## config.mk

```make
export PLATFORM = sky130hd
export DESIGN_NAME = apu_pulse_sequencer
export DESIGN_NICKNAME = d
export VERILOG_FILES = /design/src/rtl/apu_pulse_sequencer.sv
export SDC_FILE = /design/constraint.sdc
export NUM_CORES = 1
export LEC_CHECK = 0
export CAP_MARGIN = 20
export CORE_ASPECT_RATIO = 1.4
export CORE_MARGIN = 2
export CORE_UTILIZATION = 40
export DETAILED_ROUTE_END_ITERATION = 10
export SETUP_SLACK_MARGIN = 0.02
export SYNTH_ARGS = -nofsm -noshare
export SYNTH_HDL_FRONTEND = slang
export SYNTH_SLANG_ARGS = --single-unit
```

## constraint.sdc

```tcl
create_clock -name clk -period 4.8 [get_ports clk]
set_input_delay 0.96 -clock clk [delete_from_list [all_inputs] [get_ports clk]]
set_output_delay 0.96 -clock clk [all_outputs]
set_load 0.005 [all_outputs]
```

## src/rtl/apu_pulse_sequencer.sv

```systemverilog
// Note-table sequencer for one apu_pulse channel; registered outputs, vld 2 cycles after start/advance.
// Backpressure: period/duty vld hold stable until their rdy; notes are timed by accepted mon samples.
module apu_pulse_sequencer #(
    parameter int DEPTH    = 8,
    parameter int PERIOD_W = 11,
    parameter int DUTY_W   = 2,
    parameter int DUR_W    = 8,
    localparam int AW      = $clog2(DEPTH),
    localparam int ENTRY_W = DUR_W + DUTY_W + PERIOD_W
) (
    input  logic                clk,
    input  logic                reset,
    input  logic                wr_en,
    input  logic [AW-1:0]       wr_addr,
    input  logic [ENTRY_W-1:0]  wr_data,
    input  logic                start,
    input  logic                stop,
    input  logic                loop_en,
    output logic                busy,
    output logic [AW-1:0]       note_idx,
    output logic                done,
    output logic                mute,
    output logic [PERIOD_W-1:0] period_s,
    output logic                period_s_vld,
    input  logic                period_s_rdy,
    output logic [DUTY_W-1:0]   duty_s,
    output logic                duty_s_vld,
    input  logic                duty_s_rdy,
    input  logic                mon_vld,
    input  logic                mon_rdy
);

    typedef enum logic [1:0] {
        S_IDLE,
        S_LOAD,
        S_SEND,
        S_PLAY
    } state_t;

    logic [ENTRY_W-1:0] table_q [DEPTH];

    state_t              state_q, state_d;
    logic [AW-1:0]       idx_q, idx_d;
    logic [DUR_W-1:0]    cnt_q, cnt_d;
    logic [DUR_W-1:0]    cur_dur_q, cur_dur_d;
    logic [PERIOD_W-1:0] period_q, period_d;
    logic [DUTY_W-1:0]   duty_q, duty_d;
    logic                period_vld_q, period_vld_d;
    logic                duty_vld_q, duty_vld_d;
    logic                stop_pend_q, stop_pend_d;
    logic                done_q, done_d;
    logic                busy_q, busy_d;
    logic                mute_q, mute_d;

    logic [ENTRY_W-1:0]  rd_entry;
    logic [DUR_W-1:0]    rd_dur;
    logic [DUTY_W-1:0]   rd_duty;
    logic [PERIOD_W-1:0] rd_period;
    logic                sample;
    logic                last_idx;
    logic                last_sample;

    // Table is deliberately left unreset so contents survive a reset.
    always_ff @(posedge clk) begin
        if (wr_en) begin
            table_q[wr_addr] <= wr_data;
        end
    end

    assign rd_entry    = table_q[idx_q];
    assign rd_dur      = rd_entry[ENTRY_W-1 -: DUR_W];
    assign rd_duty     = rd_entry[PERIOD_W +: DUTY_W];
    assign rd_period   = rd_entry[PERIOD_W-1:0];
    assign sample      = mon_vld & mon_rdy;
    assign last_idx    = (idx_q == AW'(DEPTH - 1));
    assign last_sample = (cnt_q == cur_dur_q - DUR_W'(1));

    always_comb begin
        state_d      = state_q;
        idx_d        = idx_q;
        cnt_d        = cnt_q;
        cur_dur_d    = cur_dur_q;
        period_d     = period_q;
        duty_d       = duty_q;
        period_vld_d = period_vld_q;
        duty_vld_d   = duty_vld_q;
        stop_pend_d  = stop_pend_q;
        done_d       = 1'b0;

        case (state_q)
            S_IDLE: begin
                stop_pend_d = 1'b0;
                if (start && !stop) begin
                    state_d = S_LOAD;
                    idx_d   = '0;
                end
            end

            S_LOAD: begin
                if (stop) begin
                    state_d = S_IDLE;
                    done_d  = 1'b1;
                end else if (rd_dur == '0) begin
                    // End marker: wrap once to entry 0, but never spin on an empty entry 0.
                    if (loop_en && (idx_q != '0)) begin
                        idx_d = '0;
                    end else begin
                        state_d = S_IDLE;
                        done_d  = 1'b1;
                    end
                end else begin
                    cur_dur_d    = rd_dur;
                    period_d     = rd_period;
                    duty_d       = rd_duty;
                    period_vld_d = 1'b1;
                    duty_vld_d   = 1'b1;
                    state_d      = S_SEND;
                end
            end

            S_SEND: begin
                period_vld_d = period_vld_q & ~period_s_rdy;
                duty_vld_d   = duty_vld_q & ~duty_s_rdy;
                stop_pend_d  = stop_pend_q | stop;
                // A stop here is deferred until both handshakes have drained.
                if (!period_vld_d && !duty_vld_d) begin
                    if (stop_pend_d) begin
                        state_d     = S_IDLE;
                        done_d      = 1'b1;
                        stop_pend_d = 1'b0;
                    end else begin
                        state_d = S_PLAY;
                        cnt_d   = '0;
                    end
                end
            end

            S_PLAY: begin
                if (stop) begin
                    state_d = S_IDLE;
                    done_d  = 1'b1;
                end else if (sample) begin
                    if (last_sample) begin
                        cnt_d = '0;
                        if (!last_idx) begin
                            idx_d   = idx_q + AW'(1);
                            state_d = S_LOAD;
                        end else if (loop_en) begin
                            idx_d   = '0;
                            state_d = S_LOAD;
                        end else begin
                            state_d = S_IDLE;
                            done_d  = 1'b1;
                        end
                    end else begin
                        cnt_d = cnt_q + DUR_W'(1);
                    end
                end
            end

            default: begin
                state_d = S_IDLE;
            end
        endcase

        busy_d = (state_d != S_IDLE);
        mute_d = (state_d != S_PLAY);
    end

    always_ff @(posedge clk or posedge reset) begin
        if (reset) begin
            state_q      <= S_IDLE;
            idx_q        <= '0;
            cnt_q        <= '0;
            cur_dur_q    <= '0;
            period_q     <= '0;
            duty_q       <= '0;
            period_vld_q <= 1'b0;
            duty_vld_q   <= 1'b0;
            stop_pend_q  <= 1'b0;
            done_q       <= 1'b0;
            busy_q       <= 1'b0;
            mute_q       <= 1'b1;
        end else begin
            state_q      <= state_d;
            idx_q        <= idx_d;
            cnt_q        <= cnt_d;
            cur_dur_q    <= cur_dur_d;
            period_q     <= period_d;
            duty_q       <= duty_d;
            period_vld_q <= period_vld_d;
            duty_vld_q   <= duty_vld_d;
            stop_pend_q  <= stop_pend_d;
            done_q       <= done_d;
            busy_q       <= busy_d;
            mute_q       <= mute_d;
        end
    end

    assign busy         = busy_q;
    assign note_idx     = idx_q;
    assign done         = done_q;
    assign mute         = mute_q;
    assign period_s     = period_q;
    assign period_s_vld = period_vld_q;
    assign duty_s       = duty_q;
    assign duty_s_vld   = duty_vld_q;

endmodule

```

==> results summary, run 1 <==
The final antenna diode count is 0. The number of max-slew violations in the final report was 0. The maximum buffer depth of the clock tree is 3.

The top cell type's share of synthesized area is 0.5896. The most utilized layer in the global route result is met2. The antenna violation net count after detailed routing is 0. The placed cell area came out at 9449 um^2.

The number of DRC violations after detailed routing is 0. The die outline area is 22600 um^2. The via count of the first global-routing pass was 5054. The number of flops mapped to enable cells by yosys came out at 168. The slew at the pin closest to its max-slew limit came out at 0.9489 ns.

For this run, the top clock speed supported by timing is 0.2679 GHz. STA classifies the critical path startpoint as a register. TritonCTS built the clock tree. The number of vias in the routed layout is 4732. Among all cell types in the netlist, the one instantiated most often is sky130_fd_sc_hd__edfxtp_1. The total routed wirelength is 17.55 mm. Setup repair after global routing left no endpoint under its margin. The gate count after technology mapping is 529. The core utilization of the finished layout came out at 0.4829. When the netlist entered floorplanning its net count stood at 572. The worst-case setup slack after placement is 1.028 ns. The data arrival time of the critical path is 4.12 ns. The final layout contains 639 nets. The clock reaches the later pin of the worst-skew pair after 0.50 ns. In the finished design, the share of the clock period the worst path needs comes to 0.7776. After clock tree synthesis, the setup repair step added 0 buffers.

The worst slew margin relative to its limit came out at 0.3659. Including well taps, the total number of placed cells is 832. CTS placed an instance of sky130_fd_sc_hd__clkbuf_16 at the clock tree root. The total leakage power is 3.422 nW. In the synthesized netlist the dominant register cell turns out to be sky130_fd_sc_hd__edfxtp_1. The count of yosys warnings during synthesis came out at 0. The share of synthesized area occupied by flip-flops and latches came out at 0.7067. The synthesis-stage register bit count is 208. The number of I/O port buffers came out at 54.

The ratio of cells with drive above 1 in the final layout is 0.1928. The largest total area in the synthesized netlist belongs to sky130_fd_sc_hd__edfxtp_1. The final setup violation count came out at 0. Across the VDD grid, the largest voltage drop is 0.2804 mV. The worst setup slack after layout came out at 1.067 ns. Across the run, the number of max-cap violations was 0. The number of antenna violations at the first check in global routing was 0.

The share of async-settable or async-resettable flops after synthesis is 0.1923. The starting density of the core is 0.4051. Overall power consumption after layout is estimated at 5.198 mW. The area of all placed cells without fillers is 10200 um^2. Entering global routing, the biggest net connects 41 pins. The area occupied by multi-input gates is 2389 um^2. The final hold violation count came to 0. By count the netlist is led by sky130_fd_sc_hd__edfxtp_1 (168), sky130_fd_sc_hd__nand2_1 (50), sky130_fd_sc_hd__dfrtp_1 (39), sky130_fd_sc_hd__nor2_1 (39), sky130_fd_sc_hd__mux4_2 (38). The global-route met3 utilization is 0.02449. The detail-routed via count per cell is 5.427. The number of fill cells in the layout came out at 1784. The die width is 127.6 um. The flow ran to the end, and the final reports show no timing, DRC or antenna violations. The pre-antenna-repair detailed-routing pass consisted of 4 iterations.

The count of routing violations after the opening detailed-route iteration came out at 278. The number of distinct library cells after synthesis came out at 56. The HPWL after detailed placement is 10.74 mm. The total clock buffers created by CTS is 22.

The total grt overflow came out at 0. The clock edge transition at the registers on the reported setup and hold paths came out at 0.06 ns. A synthesized cell averages 16.18 um^2. STA classifies the critical path endpoint as a register. The clock sink total came out at 208. The quantity of gates resized following cts came out at 0. The total power per unit cell area came out at 509.6 nW/um^2. The overall routing resource usage came out at 0.1604.

The summed negative setup slack over all endpoints came out at 0 ns. The critical path is of the register to register type. Across the routed clock network, the largest skew measured is 0.01034 ns.

The floorplan has 63 rows. The min-delay analysis places its worst path in the category register to register. From bottom edge to top edge, the die measures 177.1 um. The count of hold-fix buffers inserted at cts came out at 0. The worst hold slack is 0.5452 ns. In this run the count of I/O pins placed on the die edge is 55.

For met2 alone, demand over resource in global routing was 0.2830. The required time of the worst setup path came out at 5.19 ns. The largest driver fanout on the critical path came out at 39.

The cell area after synthesis came out at 8557 um^2. At the end of routability-driven placement, the weighted congestion stood at 0.7949. The global-route wire length before repair is 27.67 mm. The routed design could run at a clock period as short as 3.733 ns. The global-route met1 utilization came out at 0.2029.

The register area is 6048 um^2. The average detailed-routed wire length per instance came out at 20.13 um. After floorplanning, the core was sized to cover 21130 um^2.

After synthesis, the cell types taking the most area are sky130_fd_sc_hd__edfxtp_1 (59%), sky130_fd_sc_hd__dfrtp_1 (11%), sky130_fd_sc_hd__mux4_2 (10%). The number of standard cells in the final layout excluding fillers came out at 872. The count of H-tree levels built during CTS is 1. Relative to the synthesized area, the layout overhead comes to 19.21%.
-- final timing paths --
check,to,slack (ns),from,cells past startpoint
max,busy,1.07,note_idx[0],7
min,duty_s_vld,0.55,duty_s_vld,1
max reg2reg,busy,1.07,note_idx[0],7
min reg2reg,duty_s_vld,0.55,duty_s_vld,1
max in group asynchronous,note_idx[0],3.16,reset,2
min in group asynchronous,cnt_q[3],0.99,reset,2
-- routing by layer --
metal / up-vias / wire length (um)
li1: 2180 / -
met1: 2405 / 7308
met2: 118 / 9043
met3: 29 / 781
met4: 0 / 421
met5: - / 0
-- worst max-delay path: stages (launching register included) --
cell and delay, ns:
sky130_fd_sc_hd__dfrtp_2 0.65, sky130_fd_sc_hd__mux4_2 0.56, sky130_fd_sc_hd__mux2_2 0.29, sky130_fd_sc_hd__or4_4 0.58, sky130_fd_sc_hd__nor4_4 0.54, sky130_fd_sc_hd__nor2_4 0.30
sky130_fd_sc_hd__o41a_1 0.52, sky130_fd_sc_hd__a21o_1 0.17
-- sequential cells by signal (all words and copies together) (netlist names) --
register	count
table_q	168
period_s	11
cnt_q	8
cur_dur_q	8
note_idx	3
duty_s	2
state_q	2
busy	1
done	1
duty_s_vld	1
mute	1
period_s_vld	1
stop_pend_q	1
-- where the power goes --
part           internal, mW  switching (mW)
clock                  1.04           0.682
combinational         0.590           0.550
sequential             2.15           0.187
total                  3.78            1.42
-- cell type report --
type / count / share of cell area
multi-input combinational: 280 / 0.2341
clock inverter: 10 / 0.01177
tap: 260 / 0.03189
sequential: 208 / 0.5929
timing repair buffer: 63 / 0.05961
inverter: 21 / 0.007727
clock buffer: 30 / 0.06194
-- placed cells by master, fill, tap and decap left out, drive strengths merged, types with 3 or more instances in the layout --
cell           instances
clkinv                 5
xor2                   4
a31oi                 16
nand4                  3
ha                     9
or3                    3
clkdlybuf4s50         54
nand3                  8
a21oi                  8
mux2                  16
xnor2                  3
mux4                  38
buf                    9
clkbuf                30
mux2i                  3
edfxtp               168
and2                   3
o22ai                 12
nor2                  40
o21ai                 17
nor3                   6
nand2                 50
dfrtp                 39
nand2b                10
inv                   22
-- kinds of logic after synthesis --
family          Yosys count  synth area share
flops                   208            0.7067
buf+inv                  41           0.01886
compound gates           73           0.05542
fa+ha+maj                 9           0.01316
mux                      57            0.1246
xor+xnor                  7          0.007165
simple gates            134           0.07414
No activity file was read; power rests on OpenSTA's default activity.
==> run 2: changes to the inputs <==
==> constraint.sdc (replaced) <==
create_clock -name clk -period 3.3 [get_ports clk]
set_input_delay 0.66 -clock clk [delete_from_list [all_inputs] [get_ports clk]]
set_output_delay 0.66 -clock clk [all_outputs]
set_load 0.005 [all_outputs]
==> run 2 against run 1 <==
  * Routed wire length is 4.8% higher
  * Highest routed layer unchanged
  * Via count is 2.9% higher
  * Final cell count is 1.3% higher
  * Largest power group unchanged
  * Critical endpoint unchanged
==> results summary, run 2 (synthesized netlist as in run 1, its figures left out) <==
The total leakage power came out at 3.472 nW (was 3.422 nW). The largest driver fanout on the critical path came out at 10 (was 39). The number of standard cells in the final layout excluding fillers came out at 883 (was 872). The placed cell count came out at 842 (was 832). The final setup violation count came out at 0 (unchanged). The required time of the worst setup path is 3.69 ns (was 5.19 ns).

The sequential group share of total power came out at 0.451 (was 0.450). Unrepaired setup endpoints after global routing: false (unchanged). The antenna violation net count after detailed routing is 0 (unchanged). The via count of the first global-routing pass came out at 5159 (was 5054). The global-route wire length before repair came to 28.22 mm (was 27.67 mm). The HPWL after detailed placement is 11.18 mm (was 10.74 mm). The area of the core region came to 21130 um^2 (unchanged). The switching part of the total power is 0.2761 (was 0.2730). The maximum buffer depth of the clock tree is 3 (unchanged). The worst-case setup slack after placement is 0.05445 ns (was 1.028 ns).

The startpoint type of the worst setup path is a register (unchanged). The clock edge transition at the registers on the reported setup and hold paths is 0.06 ns (about the same). The kind of end point of the critical path was a register (unchanged). The area of all placed cells without fillers is 10260 um^2 (was 10200 um^2). The combinational share of power was 0.231 (was 0.219). The final critical-path share of the clock period came out at 0.9266 (was 0.7776). The starting density of the core came out at 0.4051 (unchanged). The TritonCTS clock tree is built (unchanged). The total grt overflow is 0 (unchanged). The ratio of cells with drive above 1 in the final layout came out at 0.2039 (was 0.1928). The post-synthesis to final-layout area growth is 19.86% (was 19.21%). The weighted congestion reported at the end of routability-driven placement came out at 0.8530 (was 0.7949).

The number of nets in the finished design is 650 (was 639). The count of hold-fix buffers inserted at cts came out at 0 (unchanged). The type of the most critical hold path is input port to asynchronous set/reset pin (was register to register). The number of antenna violations at the first check in global routing is 0 (unchanged). The critical setup path kind was register to register (unchanged).

The clock sink total came out at 208 (unchanged). The die outline area was 22600 um^2 (unchanged). The data arrival time of the critical path is 3.45 ns (was 4.12 ns).

Cell-by-cell trace of the critical path: mux4_2, mux2_2, or4_4, nor4_4, nor2_4, o41a_1, a21o_1 (unchanged). The slew at the pin closest to its max-slew limit came out at 0.6236 ns (was 0.9489 ns). The switching power is 2.077 mW (was 1.419 mW).

The insertion delay of the later-clocked pin in the worst-skew pair is 0.50 ns (about the same). The die extent in y came out at 177.1 um (unchanged). The placed cell area is 9539 um^2 (was 9449 um^2). The number of DRC violations after detailed routing is 0 (unchanged).

The final hold violation count came out at 0 (unchanged). The average detailed-routed wire length per instance is 20.83 um (was 20.13 um). The die width was 127.6 um (unchanged). The setup clock skew after layout came out at 0.008832 ns (was 0.01034 ns). Run status: finished, final reports clean (unchanged).

The final antenna diode count is 0 (unchanged). The max-capacitance violation count is 0 (unchanged). The total clock buffers created by CTS was 22 (unchanged). The critical-path cell with the highest stage delay is sky130_fd_sc_hd__or4_4 (was sky130_fd_sc_hd__dfrtp_2). The fraction of power consumed by the clock network came to 0.318 (was 0.331). The total power consumption of the routed design was 7.522 mW (was 5.198 mW). The highest clock frequency the design can meet came out at 0.3270 GHz (was 0.2679 GHz). The clock period minus final worst setup slack is 3.058 ns (was 3.733 ns). The master cell of the clock root buffer is sky130_fd_sc_hd__clkbuf_16 (unchanged). The number of max-slew violations in the final report came to 0 (unchanged). The count of TritonRoute iterations in the first routing pass came to 4 (unchanged). The summed negative setup slack over all endpoints came out at 0 ns (unchanged). The commonest non-fill, non-tap cell in the layout is sky130_fd_sc_hd__edfxtp_1 (unchanged). Commonest non-fill, non-tap cells in the layout: sky130_fd_sc_hd__edfxtp_1 (168), sky130_fd_sc_hd__clkdlybuf4s50_1 (54), sky130_fd_sc_hd__nand2_1 (50), sky130_fd_sc_hd__mux4_2 (38), sky130_fd_sc_hd__dfrtp_1 (38) (unchanged).

The maximum number of pins on one net before global-route repair came to 39 (was 41). The overall routing resource usage is 0.1648 (was 0.1604). The largest register by flop count is table_q (unchanged). The number of fill cells in the layout is 1815 (was 1784). The count of routing violations after the opening detailed-route iteration was 286 (was 278).

The total power per unit cell area came out at 733.4 nW/um^2 (was 509.6 nW/um^2). The count of H-tree levels built during CTS is 1 (unchanged). The worst slew margin relative to its limit is 0.5838 (was 0.3659). The peak supply drop came out at 0.4926 mV (was 0.2804 mV). The number of flip-flops under the largest register name came out at 168 (unchanged). The delay of the slowest critical-path stage was 0.56 ns (was 0.65 ns).

The cell-internal power was 5.445 mW (was 3.779 mW). The total routed wirelength came out at 18.39 mm (was 17.55 mm). The number of placed I/O pins is 55 (unchanged). The number of I/O port buffers came to 54 (unchanged). The detail-routed via count per cell was 5.516 (was 5.427). The number of vias in the routed layout came out at 4871 (was 4732).

The number of cell rows is 63 (unchanged). The worst setup slack after layout was 0.2421 ns (was 1.067 ns).
run 2: cell types whose count changed in the layout (fill, tap and decap cells not counted), moves of 2 or more:
cell                         previous run  this run
sky130_fd_sc_hd__nor2_4                 3         1
sky130_fd_sc_hd__nor2_2                 4         6
sky130_fd_sc_hd__clkinvlp_4             2         0
sky130_fd_sc_hd__buf_12                 0         2
sky130_fd_sc_hd__buf_4                  9        18
sky130_fd_sc_hd__clkinv_2               2         5
run 2: timing repair:
item / in CTS / in global routing
setup buffers: 0 / 1
gates resized for setup: 1 / 0
pin swaps: 0 / 2
setup endpoints to repair: 1 / 4
run 2: stage by stage:
stage / hold WS [ns] / utilization
6_report: 0.5310 / 0.4855
5_1_grt: 0.5610 / 0.4855
4_1_cts: 0.5406 / 0.4851
3_5_place_dp: 0.5356 / 0.4516
3_3_place_gp: 0.5218 / 0.4516
2_1_floorplan: 0.4945 / -
run 2: worst paths after layout:
path,start,end,slack [ns],cells after the start
setup / recovery,note_idx[0],busy,0.24,7
hold / removal,reset,cnt_q[5],0.53,2
setup reg to reg,note_idx[0],busy,0.24,7
hold reg to reg,duty_s_vld,duty_s_vld,0.55,1
max in group asynchronous,reset,period_s[0],2.17,3
min in group clk,duty_s_vld,duty_s_vld,0.55,1
run 2: worst max-delay path: cells and delay by family (launching register included):
family	cells	cell delay [ns]
muxes	2	0.82
AOI/OAI and AO/OA	2	0.63
and+or+nand+nor	3	0.95
DFF	1	0.55
run 2: power groups by stage:
stage	logic (mW)	registers [mW]	clock network, mW
global placement	1.70	3.43	0
finish	1.74	3.39	2.39
detailed placement	1.73	3.44	0
global route	1.91	3.44	2.55
CTS	1.74	3.40	2.45
floorplan	1.18	3.35	0
run 2: layer usage:
metal | vias up | wire length (um) | global-route usage
li1 | 2204 | - | -
met1 | 2506 | 7354 | 0.1969
met2 | 122 | 9738 | 0.3021
met3 | 39 | 731 | 0.02207
met4 | 0 | 567 | 0.06044
met5 | - | 0 | 0
run 2: area by class of cell:
cell class,count,area [um^2],share of cell area
clock buffers,30,621.8,0.06063
multi-input cells,280,2379,0.2319
inverters,21,78.83,0.007686
flip-flops and latches,208,6051,0.5900
clock inverters,10,85.08,0.008296
repair buffers,74,715.7,0.06978
well taps,260,325.3,0.03172
